[src/rtl/rv32_multicycle_core.sv]
// rv32_multicycle_core: multi-cycle RV32I/E core on one shared
// req/ready memory port, with halt/trap and retire reporting.
module rv32_multicycle_core #(
  parameter logic [31:0] RESET_VECTOR  = 32'h0000_0000,
  parameter int          NUM_REGS      = 32,
  parameter bit          HALT_ON_ECALL = 1'b1
) (
  input  logic        clk,
  input  logic        reset_n,
  output logic        mem_req,
  output logic        mem_we,
  output logic [31:0] mem_addr,
  output logic [31:0] mem_wdata,
  output logic [3:0]  mem_wstrb,
  input  logic        mem_ready,
  input  logic [31:0] mem_rdata,
  output logic        retire,
  output logic [31:0] pc_out,
  output logic        halted,
  output logic        illegal
);
  localparam int RW = $clog2(NUM_REGS);
  localparam logic [6:0] OP_LUI   = 7'b0110111;
  localparam logic [6:0] OP_AUIPC = 7'b0010111;
  localparam logic [6:0] OP_JAL   = 7'b1101111;
  localparam logic [6:0] OP_JALR  = 7'b1100111;
  localparam logic [6:0] OP_BR    = 7'b1100011;
  localparam logic [6:0] OP_LD    = 7'b0000011;
  localparam logic [6:0] OP_ST    = 7'b0100011;
  localparam logic [6:0] OP_IMM   = 7'b0010011;
  localparam logic [6:0] OP_ALU   = 7'b0110011;
  localparam logic [6:0] OP_FENCE = 7'b0001111;
  localparam logic [6:0] OP_SYS   = 7'b1110011;

  typedef enum logic [2:0] {
    S_FETCH, S_DECODE, S_EXEC, S_MEM, S_WB, S_HALT
  } state_t;
  state_t r_state, w_next;

  logic [31:0] r_pc, r_ir, r_a, r_b, r_imm;
  logic [31:0] r_res, r_npc, r_ea;
  logic        r_illegal;
  logic [31:0] r_regs [NUM_REGS];

  logic [6:0] w_op, w_f7;
  logic [2:0] w_f3;
  logic [4:0] w_rd, w_rs1, w_rs2;
  assign w_op  = r_ir[6:0];
  assign w_rd  = r_ir[11:7];
  assign w_f3  = r_ir[14:12];
  assign w_rs1 = r_ir[19:15];
  assign w_rs2 = r_ir[24:20];
  assign w_f7  = r_ir[31:25];

  logic w_lui, w_auipc, w_jal, w_jalr, w_br, w_ld;
  logic w_st, w_opi, w_opr, w_fence, w_sys;
  assign w_lui   = (w_op == OP_LUI);
  assign w_auipc = (w_op == OP_AUIPC);
  assign w_jal   = (w_op == OP_JAL);
  assign w_jalr  = (w_op == OP_JALR);
  assign w_br    = (w_op == OP_BR);
  assign w_ld    = (w_op == OP_LD);
  assign w_st    = (w_op == OP_ST);
  assign w_opi   = (w_op == OP_IMM);
  assign w_opr   = (w_op == OP_ALU);
  assign w_fence = (w_op == OP_FENCE);
  assign w_sys   = (w_op == OP_SYS);

  logic w_legal, w_use1, w_use2, w_has_rd;
  always_comb begin
    w_legal  = 1'b0;
    w_use1   = 1'b0;
    w_use2   = 1'b0;
    w_has_rd = 1'b0;
    unique case (1'b1)
      w_lui, w_auipc, w_jal: begin
        w_legal  = 1'b1;
        w_has_rd = 1'b1;
      end
      w_jalr: begin
        w_legal  = (w_f3 == 3'b000);
        w_use1   = 1'b1;
        w_has_rd = 1'b1;
      end
      w_br: begin
        w_legal = (w_f3[2:1] != 2'b01);
        w_use1  = 1'b1;
        w_use2  = 1'b1;
      end
      w_ld: begin
        w_legal  = (w_f3 != 3'b011) && (w_f3[2:1] != 2'b11);
        w_use1   = 1'b1;
        w_has_rd = 1'b1;
      end
      w_st: begin
        w_legal = !w_f3[2] && (w_f3[1:0] != 2'b11);
        w_use1  = 1'b1;
        w_use2  = 1'b1;
      end
      w_opi: begin
        w_legal = 1'b1;
        if (w_f3 == 3'b001)
          w_legal = (w_f7 == 7'h00);
        if (w_f3 == 3'b101)
          w_legal = (w_f7 == 7'h00) || (w_f7 == 7'h20);
        w_use1   = 1'b1;
        w_has_rd = 1'b1;
      end
      w_opr: begin
        w_legal = (w_f7 == 7'h00) ||
                  ((w_f7 == 7'h20) &&
                   ((w_f3 == 3'b000) || (w_f3 == 3'b101)));
        w_use1   = 1'b1;
        w_use2   = 1'b1;
        w_has_rd = 1'b1;
      end
      w_fence: w_legal = 1'b1;
      w_sys: w_legal = (r_ir[31:21] == '0) && (r_ir[19:7] == '0);
      default: ;
    endcase
  end

  logic w_bad_idx, w_dec_ok;
  assign w_bad_idx = (w_use1 && ({1'b0, w_rs1} >= 6'(NUM_REGS))) ||
                     (w_use2 && ({1'b0, w_rs2} >= 6'(NUM_REGS))) ||
                     (w_has_rd && ({1'b0, w_rd} >= 6'(NUM_REGS)));
  assign w_dec_ok  = w_legal && !w_bad_idx;

  logic [31:0] w_imm, w_rs1v, w_rs2v;
  always_comb begin
    w_imm = {{20{r_ir[31]}}, r_ir[31:20]};
    unique case (1'b1)
      w_st: w_imm = {{20{r_ir[31]}}, r_ir[31:25], r_ir[11:7]};
      w_br: w_imm = {{19{r_ir[31]}}, r_ir[31], r_ir[7],
                     r_ir[30:25], r_ir[11:8], 1'b0};
      w_lui, w_auipc: w_imm = {r_ir[31:12], 12'h000};
      w_jal: w_imm = {{11{r_ir[31]}}, r_ir[31], r_ir[19:12],
                      r_ir[20], r_ir[30:21], 1'b0};
      default: ;
    endcase
  end
  assign w_rs1v = (w_rs1 == '0) ? '0 : r_regs[w_rs1[RW-1:0]];
  assign w_rs2v = (w_rs2 == '0) ? '0 : r_regs[w_rs2[RW-1:0]];

  logic [31:0] w_op2, w_sra, w_alu, w_pc4, w_pcimm;
  logic [31:0] w_npc, w_ea, w_res;
  logic [4:0]  w_sh;
  logic        w_take, w_mis, w_fault, w_ecall_halt;
  assign w_op2   = w_opr ? r_b : r_imm;
  assign w_sh    = w_op2[4:0];
  assign w_sra   = $signed(r_a) >>> w_sh;
  assign w_pc4   = r_pc + 32'd4;
  assign w_pcimm = r_pc + r_imm;
  assign w_ea    = r_a + r_imm;

  always_comb begin
    w_alu = '0;
    unique case (w_f3)
      3'b000: w_alu = (w_opr && r_ir[30]) ? r_a - w_op2 : r_a + w_op2;
      3'b001: w_alu = r_a << w_sh;
      3'b010: w_alu = {31'b0, $signed(r_a) < $signed(w_op2)};
      3'b011: w_alu = {31'b0, r_a < w_op2};
      3'b100: w_alu = r_a ^ w_op2;
      3'b101: w_alu = r_ir[30] ? w_sra : r_a >> w_sh;
      3'b110: w_alu = r_a | w_op2;
      3'b111: w_alu = r_a & w_op2;
    endcase
  end

  always_comb begin
    w_take = 1'b0;
    unique case (w_f3)
      3'b000: w_take = (r_a == r_b);
      3'b001: w_take = (r_a != r_b);
      3'b100: w_take = $signed(r_a) < $signed(r_b);
      3'b101: w_take = $signed(r_a) >= $signed(r_b);
      3'b110: w_take = r_a < r_b;
      3'b111: w_take = r_a >= r_b;
      default: ;
    endcase
  end

  always_comb begin
    w_npc = w_pc4;
    w_res = w_alu;
    if (w_jal || (w_br && w_take)) w_npc = w_pcimm;
    if (w_jalr) w_npc = w_ea & ~32'h1;
    if (w_jal || w_jalr) w_res = w_pc4;
    if (w_lui) w_res = r_imm;
    if (w_auipc) w_res = w_pcimm;
  end

  // f3[1:0]: 00 byte, 01 half, 10 word for both loads and stores
  assign w_mis = ((w_f3[1:0] == 2'b01) && w_ea[0]) ||
                 ((w_f3[1:0] == 2'b10) && (w_ea[1:0] != 2'b00));
  assign w_fault = w_npc[1] || ((w_ld || w_st) && w_mis);
  assign w_ecall_halt = w_sys && HALT_ON_ECALL;

  logic [31:0] w_wdata, w_lane, w_ldv;
  logic [3:0]  w_wstrb;
  always_comb begin
    w_wdata = r_b;
    w_wstrb = 4'b1111;
    unique case (w_f3[1:0])
      2'b00: begin
        w_wdata = {4{r_b[7:0]}};
        w_wstrb = 4'b0001 << r_ea[1:0];
      end
      2'b01: begin
        w_wdata = {2{r_b[15:0]}};
        w_wstrb = r_ea[1] ? 4'b1100 : 4'b0011;
      end
      default: ;
    endcase
  end

  assign w_lane = mem_rdata >> {r_ea[1:0], 3'b000};
  always_comb begin
    w_ldv = w_lane;
    unique case (w_f3)
      3'b000: w_ldv = {{24{w_lane[7]}}, w_lane[7:0]};
      3'b001: w_ldv = {{16{w_lane[15]}}, w_lane[15:0]};
      3'b100: w_ldv = {24'h0, w_lane[7:0]};
      3'b101: w_ldv = {16'h0, w_lane[15:0]};
      default: ;
    endcase
  end

  always_comb begin
    w_next    = r_state;
    mem_req   = 1'b0;
    mem_we    = 1'b0;
    mem_addr  = {r_pc[31:2], 2'b00};
    mem_wdata = '0;
    mem_wstrb = '0;
    retire    = 1'b0;
    unique case (r_state)
      S_FETCH: begin
        mem_req = 1'b1;
        if (mem_ready) w_next = S_DECODE;
      end
      S_DECODE: w_next = w_dec_ok ? S_EXEC : S_HALT;
      S_EXEC: begin
        if (w_ecall_halt) begin
          w_next = S_HALT;
          retire = 1'b1;
        end else if (w_fault) w_next = S_HALT;
        else if (w_ld || w_st) w_next = S_MEM;
        else w_next = S_WB;
      end
      S_MEM: begin
        mem_req  = 1'b1;
        mem_we   = w_st;
        mem_addr = {r_ea[31:2], 2'b00};
        if (w_st) begin
          mem_wdata = w_wdata;
          mem_wstrb = w_wstrb;
        end
        if (mem_ready) w_next = S_WB;
      end
      S_WB: begin
        retire = 1'b1;
        w_next = S_FETCH;
      end
      default: w_next = S_HALT;
    endcase
    // reset forces FETCH; keep the bus idle until it is released
    if (!reset_n) mem_req = 1'b0;
  end

  always_ff @(posedge clk or negedge reset_n) begin
    if (!reset_n) begin
      r_state   <= S_FETCH;
      r_pc      <= RESET_VECTOR;
      r_ir      <= '0;
      r_a       <= '0;
      r_b       <= '0;
      r_imm     <= '0;
      r_res     <= '0;
      r_npc     <= '0;
      r_ea      <= '0;
      r_illegal <= 1'b0;
      for (int i = 0; i < NUM_REGS; i++) r_regs[i] <= '0;
    end else begin
      r_state <= w_next;
      unique case (r_state)
        S_FETCH: if (mem_ready) r_ir <= mem_rdata;
        S_DECODE: begin
          r_a   <= w_rs1v;
          r_b   <= w_rs2v;
          r_imm <= w_imm;
          if (!w_dec_ok) r_illegal <= 1'b1;
        end
        S_EXEC: begin
          r_npc <= w_npc;
          r_ea  <= w_ea;
          r_res <= w_res;
          if (!w_ecall_halt && w_fault) r_illegal <= 1'b1;
        end
        S_MEM: if (mem_ready && w_ld) r_res <= w_ldv;
        S_WB: begin
          if (w_has_rd && (w_rd != '0))
            r_regs[w_rd[RW-1:0]] <= r_res;
          r_pc <= r_npc;
        end
        default: ;
      endcase
    end
  end

  assign pc_out  = r_pc;
  assign halted  = (r_state == S_HALT);
  assign illegal = r_illegal;
endmodule
[config.mk]
export PLATFORM = sky130hd
export DESIGN_NAME = rv32_multicycle_core
export DESIGN_NICKNAME = d
export VERILOG_FILES = /design/src/rtl/rv32_multicycle_core.sv
export SDC_FILE = /design/constraint.sdc
export NUM_CORES = 2
export LEC_CHECK = 0
export BUFFER_PORTS_ARGS = -buffer_cell sky130_fd_sc_hd__buf_2
export CAP_MARGIN = 40
export CORE_ASPECT_RATIO = 1.75
export CORE_UTILIZATION = 40
export CTS_CLUSTER_SIZE = 10
export DETAILED_ROUTE_END_ITERATION = 6
export SYNTH_ARGS = -nofsm -noshare
export SYNTH_HDL_FRONTEND = slang
export SYNTH_SLANG_ARGS = --single-unit
[constraint.sdc]
create_clock -name clk -period 8.4 [get_ports clk]
set_clock_uncertainty 0.05 [all_clocks]
set_input_delay 1.68 -clock clk [delete_from_list [all_inputs] [get_ports clk]]
set_output_delay 1.68 -clock clk [all_outputs]
set_load 0.02 [all_outputs]
---- Yosys cells after proc, flatten, opt, wreduce, memory -nomap -nowiden ----
Index checks and enable logic that the tools add are counted.
word-level totals
  register bits after elaboration ......... 1284
  output and inout port bits .............. 105
  logic and storage cells ................. 201
cells by class
  magnitude comparators ................... 10
  equality and inequality tests ........... 37
  add/sub/neg operators ................... 5
  shift operators ......................... 5
  bitwise operators ....................... 6
  reduce and logical (&&, ||, !) cells .... 44
  muxes and demuxes ....................... 52
operators by type and width
  operator                 number
  $bwmux W1024             1
  $mux W32                 19
  $bmux W32 S5             2
  $pmux W32 S8             1
  $demux W32 S5            1
  $lt A32 B32 Y1           4
  $pmux W32 S2             2
  $pmux W32 S4             1
  $pmux W31 S4             1
  $add A32 B32 Y32         3
  $ge A32 B32 Y1           2
  $shr A32 B5 Y32          2
  $add A32 B3 Y32 const B  1
  $and A32 B32 Y32         1
  $eq A32 B32 Y1           1
  $ne A32 B32 Y1           1
  $or A32 B32 Y32          1
  $shl A32 B5 Y32          1
  $sshr A32 B5 Y32         1
  $sub A32 B32 Y32         1
  $xor A32 B32 Y32         1
  $eq A7 B6 Y1 const B     4
  $eq A7 B7 Y1 const B     4
  $eq A3 B3 Y1 const B     6
  38 further kinds         97

---- Longest topological paths before layout ----
  depth in word-level cells ............... 10
  depth in mapped cells ................... 22
  gate-level depth less buffers ........... 16

---- Least setup slack after synthesis ----
Ideal clock, no wire load.
  kind .................................... register to register
  from .................................... reg r_ir[3]
  to ...................................... reg r_res[29]
  stages on the path, launching flop included .. 18
  arrival ................................. 4.409 ns
  setup time .............................. 0.124 ns
  path slack .............................. 3.817 ns
  cells stage by stage .................... dfrtp_1 > buf_6 > nor4b_4 > nand2_1 > buf_2 > a21oi_2 > buf_2 > clkbuf_1 > ha_1 > or4_1 > a21oi_1 > o21ai_0 > o22ai_1 > o2111ai_1 > o21ai_0 > xor2_1 > nor3_1 > o31a_1
between the ends
  cells in the longest elaborated chain, start to end .. 9
  elaborated cells on any way between the ends .. 27
  classes of those cells .................. add/sub: 2; eq/ne: 7; shift: 3; mux: 8; bitwise: 3; reduce/logical: 4
RTL lines
  what                                      line      source
  from (decl)                               40        logic [31:0] r_pc, r_ir, r_a, r_b, r_imm;
  from (signal assigned)                    287       S_FETCH: if (mem_ready) r_ir <= mem_rdata;
  $eq A7 B6 Y1                              65        assign w_opr = (w_op == OP_ALU);
  $mux W32                                  149       assign w_op2 = w_opr ? r_b : r_imm;
  $add A32 B32 Y32 (tied with other cells)  159       3'b000: w_alu = (w_opr && r_ir[30]) ? r_a - w_op2 : r_a + w_op2;
  $mux W32, on equally long branches        159, 164
  $pmux W32 S8                              158       unique case (w_f3)
  $mux W32                                  188       if (w_jal || w_jalr) w_res = w_pc4;
  $mux W32                                  189       if (w_lui) w_res = r_imm;
  $mux W32                                  190       if (w_auipc) w_res = w_pcimm;
  $pmux W32 S2                              286       unique case (r_state)
  to (signal assigned)                      297       r_res <= w_res;
  to (signal assigned)                      300       S_MEM: if (mem_ready && w_ld) r_res <= w_ldv;
  to (decl)                                 41        logic [31:0] r_res, r_npc, r_ea;
Parallel ways exist; a longest one is shown, timed or not.
A chain may end at the register's enable or synchronous reset.

---- Worst setup path in the final report ----
  from .................................... reg r_ir[2]
  to ...................................... reg r_res[31]
The elaborated chain is that of the path after synthesis.

==> qor.txt <==
Synthesized cell area = 81400 um^2
Longest Clk Path Bufs = 4
Setup TNS = 0 ns
Synthesized area per cell = 11.3 um^2
Clock Latency Late Sink = 0.85 ns
Die width = 343 um
Synth Area in Adders = 3.14%
Seq cells post-synth = 1284
Inst Count DP = 9641
Setup repair bufs after CTS = 0
RSZ-0062 raised after global routing = no
DRT iter0 DRCs = 5978
WP data arrival = 7.02 ns
First-pass GRT wire length = 545000 um
Hold Buf Count CTS = 0
Static Leak = 0.0406 uW
Core area = 202000 um^2
Combinational Power Share = 45.5%
Status = complete, but fails checks
RR Endpoint = r_res[31]
Clock Power Share = 24.8%
Compound-cell area share of the yosys netlist = 12.1%
CTS Buf Count = 158
Worst setup SP type = flop
Drt total wl = 394000 um
First-pass DRT Iterations = 7
Simple-Gate Fraction of Synth Area = 8.04%
Switching share of total power = 46.1%
Worst relative slew slack = 25.7%
Vias in the first global route = 67.3k
Initial antenna violation count = 32
Worst hold path type = reg2reg
Wirelength per Cell = 39.9 um
IO buf count = 137
Post-CTS Resized = 0
Final Wtd Congestion = 1.10
# nets final = 7413
# IOs = 140
Die ar. = 205000 um^2
Final HPWL from detailed placement = 280000 um
Row count = 218
Starting Density = 40.3%
Pwr Density = 269 nW/um^2
Share of cells above drive strength 1 = 33.3%
Via density = 6.68
Fillers = 18.7k
Maximum clock frequency = 0.158 GHz
Crit path max fanout = 39
Hold Path Origin = r_regs[1022]
Post-synthesis xor/xnor area fraction = 1.22%
Antenna Nets Post-Route = 0
# setup viols final = 0
Worst Hold Endpoint = r_regs[1022]
Tcrit/Tclk final = 75.5%
FFs w/ async S/R, synth = 100%
Worst setup EP type = flop
Largest family of logic cells by synthesized area = multiplexers
Pin count of the biggest net entering global routing = 183
Worst R2R Setup Slack = 2.05 ns
Layout area overhead = 12.3%
Clk root buf = clkbuf_16
Area leader, netlist = dfrtp_1
Unique masters post-synth = 115
Aggregate global-route resource usage = 38.3%
Utilization after layout = 45.3%
Top post-synthesis cells by area = dfrtp_1, mux2_2, mux4_2
Launch point of the worst reg-to-reg path = r_ir[2]
Final Hold Vio Count = 0
Failing checks = design-rule violations
Final Non-Filler Cells = 9871
Reg2Reg Depth = 16
Worst setup path startpoint = r_ir[2]
Mux cell area share after synthesis = 31.9%
Max VDD drop = 0.237 mV
Slew Limit Fails = 0
Final min period = 6.35 ns
Critical path class = reg2reg
Vias after detailed routing = 66.0k
P_int = 13300 uW
Die Span Y = 599 um
Post-synth EDFFs = 0
Hold Path Depth = 0
Post-synth top flop = dfrtp_1
Yosys warning count = 0
Max Cap Violations = 0
Worst-Margin Slew = 1.11 ns
Overflow after GRT = 0
TritonCTS clock tree = done
CTS H-Tree Depth = 4
Residual DRC = 18
Area share of the largest cell type after synthesis = 39.5%
WP data required = 9.07 ns
Clock slew at reported path FFs = 0.06 ns
Seq/Total Area, Yosys = 39.5%
Sequential share of power = 29.6%
Cell count after synthesis = 7189
Clock Sinks = 1284
Switching Power = 11400 uW
==> layout make-up <==
cell class	count	area [um^2]	share of cell area, %
sequential	1284	32200	35.2
inverter	158	598	0.654
antenna	31	77.6	0.0848
multi-input combinational	5087	46400	50.8
clock buffer	171	4100	4.48
tap	2640	3300	3.61
clock inverter	13	124	0.135
timing repair buffer	487	4660	5.10
==> state kept, by name, summed over array words and instances (netlist names) <==
register	flops
r_ir	32
r_state	3
r_regs	1024
pc_out	32
r_npc	32
r_ea	32
r_a	32
r_b	32
r_imm	32
r_res	32
illegal	1
==> cells in the mapped netlist, drive strengths merged (30+ instances only) <==
| library cell | count |
|---|---|
| a221oi | 50 |
| nand3 | 185 |
| nand2b | 89 |
| xor2 | 50 |
| a31oi | 56 |
| nand4 | 62 |
| mux4 | 486 |
| inv | 156 |
| o21ai | 395 |
| a21o | 77 |
| a22oi | 40 |
| clkbuf | 425 |
| nor3 | 63 |
| o22ai | 92 |
| nand2 | 555 |
| dfrtp | 1284 |
| o211ai | 102 |
| mux2i | 277 |
| mux2 | 1088 |
| buf | 236 |
| o221ai | 30 |
| nor2 | 315 |
| ha | 198 |
| a211oi | 88 |
| a21oi | 357 |
| xnor2 | 63 |
==> power by group through the flow <==
| stage | Combinational (uW) | Sequential, uW | Clock, uW |
|---|---|---|---|
| after global routing | 11500 | 7290 | 6410 |
| after global placement | 10700 | 7460 | 0 |
| after detailed placement | 10900 | 7360 | 0 |
| after CTS | 11000 | 7260 | 6200 |
| final | 11200 | 7300 | 6120 |
| after floorplan | 6420 | 6770 | 0 |
==> through the flow <==
stage | worst slack [ns] | power (uW) | cell area [um^2] | hold slack (ns)
floorplan | 3.82 | 13200 | 81400 | 0.391
global placement | 1.30 | 18100 | 85000 | 0.326
detailed placement | 2.17 | 18300 | 87000 | 0.334
CTS | 2.18 | 24400 | 91200 | 0.346
global route | 1.81 | 25200 | 91400 | 0.354
finish | 2.05 | 24600 | 91400 | 0.344
==> cell usage in the layout, fill, tap and decap left out, types with 100 or more instances in the layout <==
master,count
ha_1,198
o211ai_1,100
o21ai_0,331
nand3_1,176
inv_1,149
mux2i_1,276
mux4_2,486
buf_4,240
dfrtp_1,1271
a21oi_1,352
nand2_1,552
mux2_2,1082
clkbuf_16,161
nor2_1,275
buf_2,152
==> kinds of logic after synthesis <==
family / Yosys count
compound gates: 1511
xor+xnor: 113
fa+ha+maj: 202
buf+inv: 819
flops: 1284
mux: 1851
other cells: 1
simple gates: 1408
==> routing by layer <==
metal / track usage (%) / vias to the layer above / wire length (um)
met4: 36.4 / 8 / 45000
li1: - / 26913 / -
met2: 63.7 / 3173 / 191000
met5: 0 / - / 43
met3: 7.43 / 1468 / 24500
met1: 40.4 / 34415 / 133000
==> critical path: stages (launching register included) <==
cell and delay, ns:
dfrtp_1 0.53, nor4b_4 0.71, nand2_2 0.59, buf_4 0.48, nor2_1 0.16, a21o_1 0.12, inv_1 0.06, ha_1 0.44
or3_1 0.44, or4b_1 0.57, or2_0 0.23, o22ai_1 0.47, o2111ai_1 0.43, o41ai_2 0.45, xor2_1 0.18, o211ai_1 0.11
o211a_1 0.17
==> worst max-delay path by stage <==
stage                      endpoint  slack (ns)  cells past startpoint
after CTS                 r_res[31]        2.18                     16
final                     r_res[31]        2.05                     16
after detailed placement  r_res[31]        2.17                     16
after global routing      r_res[29]        1.81                     16
after global placement    r_res[20]        1.30                     11
after floorplan           r_res[29]        3.82                     17
No activity file was read; power rests on OpenSTA's default activity.
